**src/rtl/dg_pkg.sv**
```systemverilog
// -----------------------------------------------------------------------------
// dg_pkg
// Shared definitions for the data-generation packet path.
//   - Header word field positions and widths (da, prior, len, seq)
//   - Payload word field positions and widths (port, seq slice, word index)
//   - Packet generator FSM state encoding
//   - Helpers that pack header and payload words from their fields
// No ports: this is a package.
// -----------------------------------------------------------------------------
package dg_pkg;

    localparam int WORD_W    = 32;

    // Header word layout
    localparam int DA_LSB    = 0;
    localparam int DA_W      = 4;
    localparam int PRIOR_LSB = 4;
    localparam int PRIOR_W   = 3;
    localparam int LEN_LSB   = 7;
    localparam int LEN_W     = 10;
    localparam int SEQ_LSB   = 17;
    localparam int SEQ_W     = 15;

    // Payload word layout; bits [15:10] are always zero
    localparam int PAY_IDX_LSB  = 0;
    localparam int PAY_IDX_W    = 10;
    localparam int PAY_SEQ_LSB  = 16;
    localparam int PAY_SEQ_W    = 12;
    localparam int PAY_PORT_LSB = 28;
    localparam int PAY_PORT_W   = 4;

    typedef enum logic [1:0] {
        ST_IDLE = 2'd0,
        ST_HDR  = 2'd1,
        ST_PAY  = 2'd2
    } state_t;

    function automatic logic [WORD_W-1:0] make_hdr(
        input logic [DA_W-1:0]    da,
        input logic [PRIOR_W-1:0] prior,
        input logic [LEN_W-1:0]   len,
        input logic [SEQ_W-1:0]   seq
    );
        logic [WORD_W-1:0] w;
        w = '0;
        w[DA_LSB    +: DA_W]    = da;
        w[PRIOR_LSB +: PRIOR_W] = prior;
        w[LEN_LSB   +: LEN_W]   = len;
        w[SEQ_LSB   +: SEQ_W]   = seq;
        return w;
    endfunction

    function automatic logic [WORD_W-1:0] make_pay(
        input logic [PAY_PORT_W-1:0] port,
        input logic [PAY_SEQ_W-1:0]  seq_lo,
        input logic [PAY_IDX_W-1:0]  idx
    );
        logic [WORD_W-1:0] w;
        w = '0;
        w[PAY_PORT_LSB +: PAY_PORT_W] = port;
        w[PAY_SEQ_LSB  +: PAY_SEQ_W]  = seq_lo;
        w[PAY_IDX_LSB  +: PAY_IDX_W]  = idx;
        return w;
    endfunction

endpackage

```
**src/rtl/dg_pkt_gen_if.sv**
```systemverilog
// -----------------------------------------------------------------------------
// dg_pkt_gen_if
// Stream port from the packet generator into one cache write port.
// Handshake: a word transfers on a clock edge where o_vld && i_rdy are both 1.
// Once o_vld rises with a word, o_data/o_sop/o_eop/o_prior stay stable and
// o_vld stays high until that word transfers; i_rdy is ignored while o_vld=0.
//   o_data  [31:0] stream word
//   o_vld          word valid
//   o_sop          first word of packet (header)
//   o_eop          last word of packet
//   o_prior [2:0]  packet priority sideband
//   i_rdy          downstream accepts the word
// Modports: master = generator side, slave = cache side.
// -----------------------------------------------------------------------------
interface dg_pkt_gen_if;
    import dg_pkg::*;

    logic [WORD_W-1:0]  o_data;
    logic               o_vld;
    logic               o_sop;
    logic               o_eop;
    logic [PRIOR_W-1:0] o_prior;
    logic               i_rdy;

    modport master (
        output o_data, o_vld, o_sop, o_eop, o_prior,
        input  i_rdy
    );

    modport slave (
        input  o_data, o_vld, o_sop, o_eop, o_prior,
        output i_rdy
    );

endinterface

```
**src/rtl/dg_pkt_gen.sv**
```systemverilog
// -----------------------------------------------------------------------------
// dg_pkt_gen
// Packet generator: accepts one command (da, prior, len) while idle and
// streams a header word followed by len payload words under backpressure.
// Payload words are derived from PORT_ID, the packet seq and the word index,
// so a checker can rebuild every word from the header alone.
// Ports:
//   clk, rst_n       clock, asynchronous active-low reset
//   i_da/i_prior/i_len/i_vld   command; taken on i_vld while o_ready=1
//   o_ready          idle, a command is accepted this cycle (combinational)
//   st               stream master (data/vld/sop/eop/prior out, rdy in)
//   o_busy           packet in progress (combinational, = !o_ready)
//   o_pkt_cnt        packets completed, wraps
//   o_cmd_drop       one-cycle pulse after i_vld arrived while busy
//   dbg_state        current FSM state
// -----------------------------------------------------------------------------
module dg_pkt_gen
    import dg_pkg::*;
#(
    parameter logic [PAY_PORT_W-1:0] PORT_ID = 4'd0,
    parameter int                    CNT_W   = 16
) (
    input  logic               clk,
    input  logic               rst_n,
    input  logic [DA_W-1:0]    i_da,
    input  logic [PRIOR_W-1:0] i_prior,
    input  logic [LEN_W-1:0]   i_len,
    input  logic               i_vld,
    output logic               o_ready,
    dg_pkt_gen_if.master       st,
    output logic               o_busy,
    output logic [CNT_W-1:0]   o_pkt_cnt,
    output logic               o_cmd_drop,
    output state_t             dbg_state
);

    state_t               state_q, state_d;
    logic [LEN_W-1:0]     len_q, len_d;
    logic [PAY_IDX_W-1:0] idx_q, idx_d;
    logic [PAY_IDX_W-1:0] idx_nxt;
    logic [SEQ_W-1:0]     seq_q, seq_d;
    logic [PAY_SEQ_W-1:0] pseq_q, pseq_d;   // seq slice of the packet in flight
    logic [CNT_W-1:0]     cnt_q, cnt_d;

    logic [WORD_W-1:0]    data_q, data_d;
    logic                 vld_q, vld_d;
    logic                 sop_q, sop_d;
    logic                 eop_q, eop_d;
    logic [PRIOR_W-1:0]   prior_q, prior_d;
    logic                 drop_q, drop_d;

    logic                 accept;

    assign accept  = vld_q && st.i_rdy;
    assign idx_nxt = idx_q + PAY_IDX_W'(1);

    // State register
    always_ff @(posedge clk or negedge rst_n) begin
        if (!rst_n) begin
            state_q <= ST_IDLE;
        end else begin
            state_q <= state_d;
        end
    end

    // Next state, counters and next registered outputs
    always_comb begin
        state_d = state_q;
        len_d   = len_q;
        idx_d   = idx_q;
        seq_d   = seq_q;
        pseq_d  = pseq_q;
        cnt_d   = cnt_q;
        data_d  = data_q;
        vld_d   = vld_q;
        sop_d   = sop_q;
        eop_d   = eop_q;
        prior_d = prior_q;
        drop_d  = i_vld && (state_q != ST_IDLE);

        case (state_q)
            ST_IDLE: begin
                data_d  = '0;
                vld_d   = 1'b0;
                sop_d   = 1'b0;
                eop_d   = 1'b0;
                prior_d = '0;
                if (i_vld) begin
                    state_d = ST_HDR;
                    len_d   = i_len;
                    pseq_d  = seq_q[PAY_SEQ_W-1:0];
                    data_d  = make_hdr(i_da, i_prior, i_len, seq_q);
                    vld_d   = 1'b1;
                    sop_d   = 1'b1;
                    eop_d   = (i_len == '0);
                    prior_d = i_prior;
                end
            end

            ST_HDR, ST_PAY: begin
                if (accept) begin
                    if (eop_q) begin
                        // Last word of the packet has transferred
                        state_d = ST_IDLE;
                        seq_d   = seq_q + SEQ_W'(1);
                        cnt_d   = cnt_q + CNT_W'(1);
                        data_d  = '0;
                        vld_d   = 1'b0;
                        sop_d   = 1'b0;
                        eop_d   = 1'b0;
                        prior_d = '0;
                    end else if (state_q == ST_HDR) begin
                        state_d = ST_PAY;
                        idx_d   = '0;
                        data_d  = make_pay(PORT_ID, pseq_q, '0);
                        sop_d   = 1'b0;
                        eop_d   = (len_q == LEN_W'(1));
                    end else begin
                        // len_q >= 1 in PAY, so len_q - 1 cannot underflow
                        idx_d   = idx_nxt;
                        data_d  = make_pay(PORT_ID, pseq_q, idx_nxt);
                        eop_d   = (idx_nxt == len_q - LEN_W'(1));
                    end
                end
            end

            default: begin
                state_d = ST_IDLE;
            end
        endcase
    end

    // Datapath and output registers
    always_ff @(posedge clk or negedge rst_n) begin
        if (!rst_n) begin
            len_q   <= '0;
            idx_q   <= '0;
            seq_q   <= '0;
            pseq_q  <= '0;
            cnt_q   <= '0;
            data_q  <= '0;
            vld_q   <= 1'b0;
            sop_q   <= 1'b0;
            eop_q   <= 1'b0;
            prior_q <= '0;
            drop_q  <= 1'b0;
        end else begin
            len_q   <= len_d;
            idx_q   <= idx_d;
            seq_q   <= seq_d;
            pseq_q  <= pseq_d;
            cnt_q   <= cnt_d;
            data_q  <= data_d;
            vld_q   <= vld_d;
            sop_q   <= sop_d;
            eop_q   <= eop_d;
            prior_q <= prior_d;
            drop_q  <= drop_d;
        end
    end

    assign o_ready    = (state_q == ST_IDLE);
    assign o_busy     = !o_ready;
    assign o_pkt_cnt  = cnt_q;
    assign o_cmd_drop = drop_q;
    assign dbg_state  = state_q;

    assign st.o_data  = data_q;
    assign st.o_vld   = vld_q;
    assign st.o_sop   = sop_q;
    assign st.o_eop   = eop_q;
    assign st.o_prior = prior_q;

endmodule

```
**src/flat_wrapper.sv**
```systemverilog
// flat-port wrapper written by rule: the top's interface ports become plain ports
module dg_pkt_gen_flat import dg_pkg::*;
#(
    parameter logic [PAY_PORT_W-1:0] PORT_ID = 4'd0,
    parameter int                    CNT_W   = 16
)
  (clk, rst_n, i_da, i_prior, i_len, i_vld, o_ready, o_busy, o_pkt_cnt, o_cmd_drop, dbg_state, st_o_data, st_o_vld, st_o_sop, st_o_eop, st_o_prior, st_i_rdy);
  dg_pkt_gen_if st_i ();
  input  logic clk;
  input  logic rst_n;
  input  logic [DA_W-1:0] i_da;
  input  logic [PRIOR_W-1:0] i_prior;
  input  logic [LEN_W-1:0] i_len;
  input  logic i_vld;
  output logic o_ready;
  output logic o_busy;
  output logic [CNT_W-1:0] o_pkt_cnt;
  output logic o_cmd_drop;
  output state_t dbg_state;
  output wire logic [$bits(st_i.o_data)-1:0] st_o_data;
  output wire logic [$bits(st_i.o_vld)-1:0] st_o_vld;
  output wire logic [$bits(st_i.o_sop)-1:0] st_o_sop;
  output wire logic [$bits(st_i.o_eop)-1:0] st_o_eop;
  output wire logic [$bits(st_i.o_prior)-1:0] st_o_prior;
  input wire logic [$bits(st_i.i_rdy)-1:0] st_i_rdy;
  assign st_o_data = st_i.o_data;
  assign st_o_vld = st_i.o_vld;
  assign st_o_sop = st_i.o_sop;
  assign st_o_eop = st_i.o_eop;
  assign st_o_prior = st_i.o_prior;
  assign st_i.i_rdy = st_i_rdy;
  dg_pkt_gen #(.PORT_ID(PORT_ID), .CNT_W(CNT_W)) u_core (.clk(clk), .rst_n(rst_n), .i_da(i_da), .i_prior(i_prior), .i_len(i_len), .i_vld(i_vld), .o_ready(o_ready), .st(st_i), .o_busy(o_busy), .o_pkt_cnt(o_pkt_cnt), .o_cmd_drop(o_cmd_drop), .dbg_state(dbg_state));
endmodule
```
**config.mk**
```make
export PLATFORM = sky130hd
export DESIGN_NAME = dg_pkt_gen_flat
export DESIGN_NICKNAME = d
export VERILOG_FILES = /design/src/rtl/dg_pkg.sv /design/src/rtl/dg_pkt_gen_if.sv /design/src/rtl/dg_pkt_gen.sv /design/src/flat_wrapper.sv
export SDC_FILE = /design/constraint.sdc
export NUM_CORES = 1
export LEC_CHECK = 0
export ABC_AREA = 1
export CORE_ASPECT_RATIO = 2
export CORE_MARGIN = 4
export CORE_UTILIZATION = 54
export DETAILED_ROUTE_END_ITERATION = 10
export MAX_ROUTING_LAYER = met4
export PLACE_DENSITY_LB_ADDON = 0.1
export SLEW_MARGIN = 20
export SYNTH_ARGS = -nofsm -noshare
export SYNTH_HDL_FRONTEND = slang
export SYNTH_SLANG_ARGS = --single-unit
export TNS_END_PERCENT = 20
```
**constraint.sdc**
```tcl
create_clock -name clk -period 2.6 [get_ports clk]
set_input_delay 0.26 -clock clk [delete_from_list [all_inputs] [get_ports clk]]
set_output_delay 0.26 -clock clk [all_outputs]
set_load 0.03 [all_outputs]
```
# Word level (Yosys, flattened, before mapping)
# Cells that the tools add are included.
[word_totals]
regBits = 104
input_bits = 21
out_inout_bits = 59
[op_classes]
n_addsub = 4
eq_ne = 8
mux = 28
bitwise = 1
reduce_logical = 15
[ops]
columns = ["operator", "count"]
rows = [
  ["32-bit two-way mux", 2],
  ["32-bit case mux with 2 select lines", 1],
  ["28-bit two-way mux", 1],
  ["10-bit two-way mux", 2],
  ["16-bit by 1-bit adder with 16-bit output, second input constant", 1],
  ["15-bit by 1-bit adder with 15-bit output, second input constant", 1],
  ["3-bit AND reduction", 5],
  ["10-bit by 1-bit adder with 10-bit output, second input constant", 1],
  ["10-bit by 1-bit equality test with 1-bit output, second input constant", 1],
  ["10-bit equality test", 1],
  ["10-bit zero test", 1],
  ["1-bit two-way mux", 10],
  ["10-bit by 1-bit subtractor with 10-bit output, second input constant", 1],
  ["3-bit two-way mux", 3],
  ["2-bit two-way mux", 4],
  ["1-bit case mux with 2 select lines", 3],
  ["3-bit case mux with 2 select lines", 1],
  ["2-bit by 1-bit inequality test with 1-bit output, second input constant", 2],
  ["2-bit case mux with 2 select lines", 1],
  ["2-bit AND reduction", 2],
  ["2-bit nonzero test", 2],
  ["3-bit by 1-bit inequality test with 1-bit output, second input constant", 1],
  ["2-bit by 1-bit equality test with 1-bit output, second input constant", 1],
  ["2-bit equality test, second input constant", 1],
  ["6 further kinds", 7],
]

# Depth between registers and ports, before layout
# Gate-level depths: netlist of the first run.
[logic_depth]
depth_word = 6
mapped_depth = 14
depth_no_buf = 14

# Worst setup path before layout of the first run
# OpenSTA, ideal clock, no wires.
[synth_path]
path_kind = "reg2reg"
start = "register u_core.state_q[0] (netlist: u_core.dbg_state[0])"
end = "register u_core.data_q[9] (netlist: u_core.st.o_data[9])"
t_arrival_ps = 2280
setup_slack_ps = 197
stages_incl_launch_ff = 9
path_buffers = 1
synth_period_minus_slack_ps = 2403
cell_sequence = "dfrtp_1 > inv_1 > ha_1 > inv_1 > o21ai_1 > inv_1 > clkbuf_1 > a21oi_1 > a21oi_1"
[synth_via]
word_cells_on_any_way = 11
cone_classes = "eq/ne (3); mux (4); reduce/logical (4)"
[synth_lines]
columns = ["element", "line", "text"]
rows = [
  ["from (decl)", "dg_pkt_gen.sv:37", "state_t state_q, state_d;"],
  ["from (signal assigned)", "dg_pkt_gen.sv:62", "state_q <= state_d;"],
  ["2-bit zero test *", "--", ""],
  ["named net o_ready", "flat_wrapper.sv:15", "output logic o_ready;"],
  ["2-bit nonzero test (no line)", "--", ""],
  ["2-bit AND reduction (no line)", "--", ""],
  ["to (signal assigned)", "dg_pkt_gen.sv:153", "data_q <= data_d;"],
  ["to (decl)", "dg_pkt_gen.sv:45", "logic [WORD_W-1:0] data_q, data_d;"],
]
# The timed path passes the listed nets; every way through them passes the cells marked *. The select of a mux whose other input is x is not followed.
# A chain may end at the register's enable or synchronous reset.

# Worst setup path in the final report of the first run
[layout_path]
start = "register u_core.state_q[1] (netlist: u_core.dbg_state[1])"
end = "register u_core.seq_q[11]"
[layout_via]
elab_chain_len = 3
word_cells_on_any_way = 4
cone_classes = "eq/ne (2); reduce/logical (2)"
[layout_lines]
columns = ["element", "line", "text"]
rows = [
  ["2-bit equality test / 2-bit by 1-bit equality test with 1-bit output (equally long branches)", "dg_pkt_gen.sv:81", "case (state_q)"],
  ["2-bit OR reduction *", "dg_pkt_gen.sv:81", ""],
  ["3-bit AND reduction (no line) *", "--", ""],
  ["to (signal assigned)", "dg_pkt_gen.sv:150", "seq_q <= seq_d;"],
  ["to (decl)", "dg_pkt_gen.sv:41", "logic [SEQ_W-1:0] seq_q, seq_d;"],
]
# Every way passes the cells marked *; elsewhere a longest branch is shown, timed or not.

==> results of run 1 <==
==> placed cells by master (no fill, tap or decap), types with 3 or more instances in the layout <==
master,n
a21oi_1,18
a31oi_1,19
buf_4,12
clkbuf_16,9
clkdlybuf4s50_1,78
clkinv_4,3
dfrtp_1,104
ha_1,8
inv_1,66
nand2_1,174
nand3_1,35
nand4_1,8
nor2_1,60
nor2_2,5
nor3_1,6
o21ai_0,34
o22ai_1,9
o31ai_1,7
xnor2_1,7
xor2_1,23
==> routing by layer <==
layer	track usage (%)	routed length [um]	part of all wire (%)	vias up
met5	-	0	0	-
met4	15.3	640	4.8	0
met3	4.11	325	2.4	51
met2	49.6	7630	57	108
met1	25.0	4720	35	2162
li1	-	-	-	2158
==> critical path, stage by stage, from the launching register on <==
cell     delay [ps]
dfrtp_1         400
inv_1           100
ha_2            410
nand3_4         120
nor2_4          170
buf_4           130
nand4_2          80
nor2_2          140
inv_2            60
nor3_2          220
nand3_1         170
nor2_1          150
xor2_1          150
==> cell usage after synthesis (all sizes together) <==
master	number
clkinv	1
o22ai	9
o41ai	1
o21ai	35
a21oi	18
xnor2	7
xor2	23
a21boi	1
nand2	174
buf	1
nor4	2
nor2	67
a31oi	19
ha	9
nor3	7
nand4	9
clkbuf	14
nor3b	1
inv	67
o31ai	7
dfrtp	104
nand3	36
==> stage by stage <==
| stage | instance area, um2 | TNS (ps) |
|---|---|---|
| floorplan | 5040 | 0 |
| global placement | 5970 | 0 |
| detailed placement | 5970 | 0 |
| CTS | 6270 | 0 |
| global route | 6310 | -11.8 |
| finish | 6310 | 0 |
==> registers in the layout (all words and copies together) (netlist names) <==
register	flops
u_core.st.o_data	32
u_core.o_pkt_cnt	16
u_core.seq_q	15
u_core.pseq_q	12
u_core.idx_q	10
u_core.len_q	10
u_core.st.o_prior	3
u_core.dbg_state	2
u_core.o_cmd_drop	1
u_core.st.o_eop	1
u_core.st.o_sop	1
u_core.st.o_vld	1
==> cell families (layout without fill, tap and decap cells) <==
group	after synthesis	in the layout	share of synthesized area (%)
AO/OA/AOI/OAI	90	90	10.1
XOR/XNOR	30	30	5.21
adder cells (fa/ha/maj)	9	9	2.23
buffers and inverters	83	176	6.33
flip-flops	104	104	51.7
AND/OR/NAND/NOR	296	296	24.5
==> final timing paths <==
path                                     start                   end  slack (ps)  cells after the start
max                        u_core.dbg_state[1]      u_core.seq_q[11]         230                     12
min                                      rst_n       u_core.len_q[1]         470                      2
max reg2reg                u_core.dbg_state[1]      u_core.seq_q[11]         230                     12
min reg2reg                   u_core.seq_q[14]      u_core.seq_q[14]         480                      1
max in group asynchronous                rst_n  u_core.st.o_prior[0]        1440                      3
min in group clk              u_core.seq_q[14]      u_core.seq_q[14]         480                      1
==> where the power goes <==
group          total (mW)  leakage (nW)  internal (mW)  switching [mW]
clock network        1.30         0.135          0.665           0.630
registers            2.61          1.29           2.17           0.437
logic                3.83          1.60           1.36            2.47
==> area by class of cell <==
cell class | count | area share (%)
multi-input combinational | 425 | 33.9
timing repair buffer | 92 | 14.3
sequential | 104 | 41.3
clock inverter | 6 | 0.853
clock buffer | 10 | 3.63
tap | 102 | 2.02
inverter | 68 | 4.05
==> repair_timing <==
action                     4_1_cts  5_1_grt
resized for setup                0        4
buffers inserted                 0        3
setup endpoints to repair        0        5
hold buffers                     1        0
hold endpoints to repair        45        0
==> impl_metrics.json, run 1 <==
{
  "rows": 49,
  "antennaDiodeCount": 0,
  "mappedNetlistArea_um2": 5040,
  "finalCriticalPeriod_ps": 2370,
  "cts.path.max_buffers": 2,
  "max_slew_margin_pct": 54.2,
  "place_ws_ps": 98.7,
  "syn_inst": 612,
  "cp.required_ps": 2880,
  "tightest_slew_ps": 686,
  "port_buffers": 79,
  "ys.warnings.count": 0,
  "synth_nets": 642,
  "post-dp-hpwl_um": 9930,
  "gr-total-overflow": 0,
  "area_delta_synth_final_pct": 25.2,
  "total_power_mw": 7.73,
  "initial_core_util_pct": 55.5,
  "power.leakage_nw": 3.02,
  "gr-usage-all-layers_pct": 26.3,
  "synth-seq-area-share_pct": 51.7,
  "vdd_ir_drop_max_v": 0.000664,
  "critical_path_arrival_ps": 2650,
  "end_kind": "flop",
  "fillers": 742,
  "grt_pass1_wl_um": 22100,
  "outcome": "finished clean",
  "register_area_um2": 2600,
  "finalCoreUtilization_pct": 69.5,
  "grt_pass1_vias": 4782,
  "fp.dieW_um": 76.3,
  "antenna_found_initial": 0,
  "ys_seq_elements": 104,
  "cts_num_sinks": 104,
  "final-max-slew-violation-count": 0,
  "grt_max_degree": 48,
  "fp.dieH_um": 145,
  "avgRoutedWirePerCell_um": 16.5,
  "cts_made_buffers": 9,
  "powerDensity_nw_per_um2": 1230,
  "drive_gt1_share_pct": 5.82,
  "clock_latency_ps": 350,
  "yosys-top-cells-area": "dfrtp_1 52%, nand2_1 13%, inv_1 4.9%",
  "clkSlewWorstSetupHoldPaths_ps": 70,
  "fin_ws_ps": 230,
  "hold_viol_final": 0,
  "final_nets": 730,
  "multi_input_area_um2": 2140,
  "htreeDepth": 3,
  "hold_slack_ps": 466,
  "wl_um": 13300,
  "drc_errors": 0,
  "hold_class": "in2async",
  "ant_nets": 0,
  "critPathLaunchType": "flop",
  "gp_congestion": 0.969,
  "min_period_over_period_pct": 91.2,
  "drt_first_pass_iters": 5,
  "finalSetupViolCount": 0,
  "yosys.area.top_type": "dfrtp_1",
  "final_cells": 807,
  "ys_types": 29,
  "critPathMaxFanout": 5,
  "synth_top_area_share_pct": 51.7,
  "die_area_um2": 11000,
  "root_buffer": "clkbuf_16",
  "drt_iter0_drc": 299,
  "finClkSkew_ps": 8.96,
  "core-area_um2": 9070,
  "num_vias": 4479,
  "fmax_ghz": 0.422,
  "pin_count": 80,
  "syn_area_per_cell_um2": 8.23,
  "dpl.cell_count": 787,
  "cap_violations": 0,
  "via_per_inst": 5.55,
  "cts_tree": "done",
  "path_class": "reg2reg"
}
Note: power is estimated with default switching activity, not from simulation.
==> run 2: changes to the inputs <==
--- a/config.mk
+++ b/config.mk
@@ -6,6 +6,7 @@
 export NUM_CORES = 1
 export LEC_CHECK = 0
 export ABC_AREA = 1
+export CAP_MARGIN = 30
 export CORE_ASPECT_RATIO = 2
 export CORE_MARGIN = 4
 export CORE_UTILIZATION = 54
==> results of run 2 <==
Final layout, timing and power as in run 1 (identical DEF).
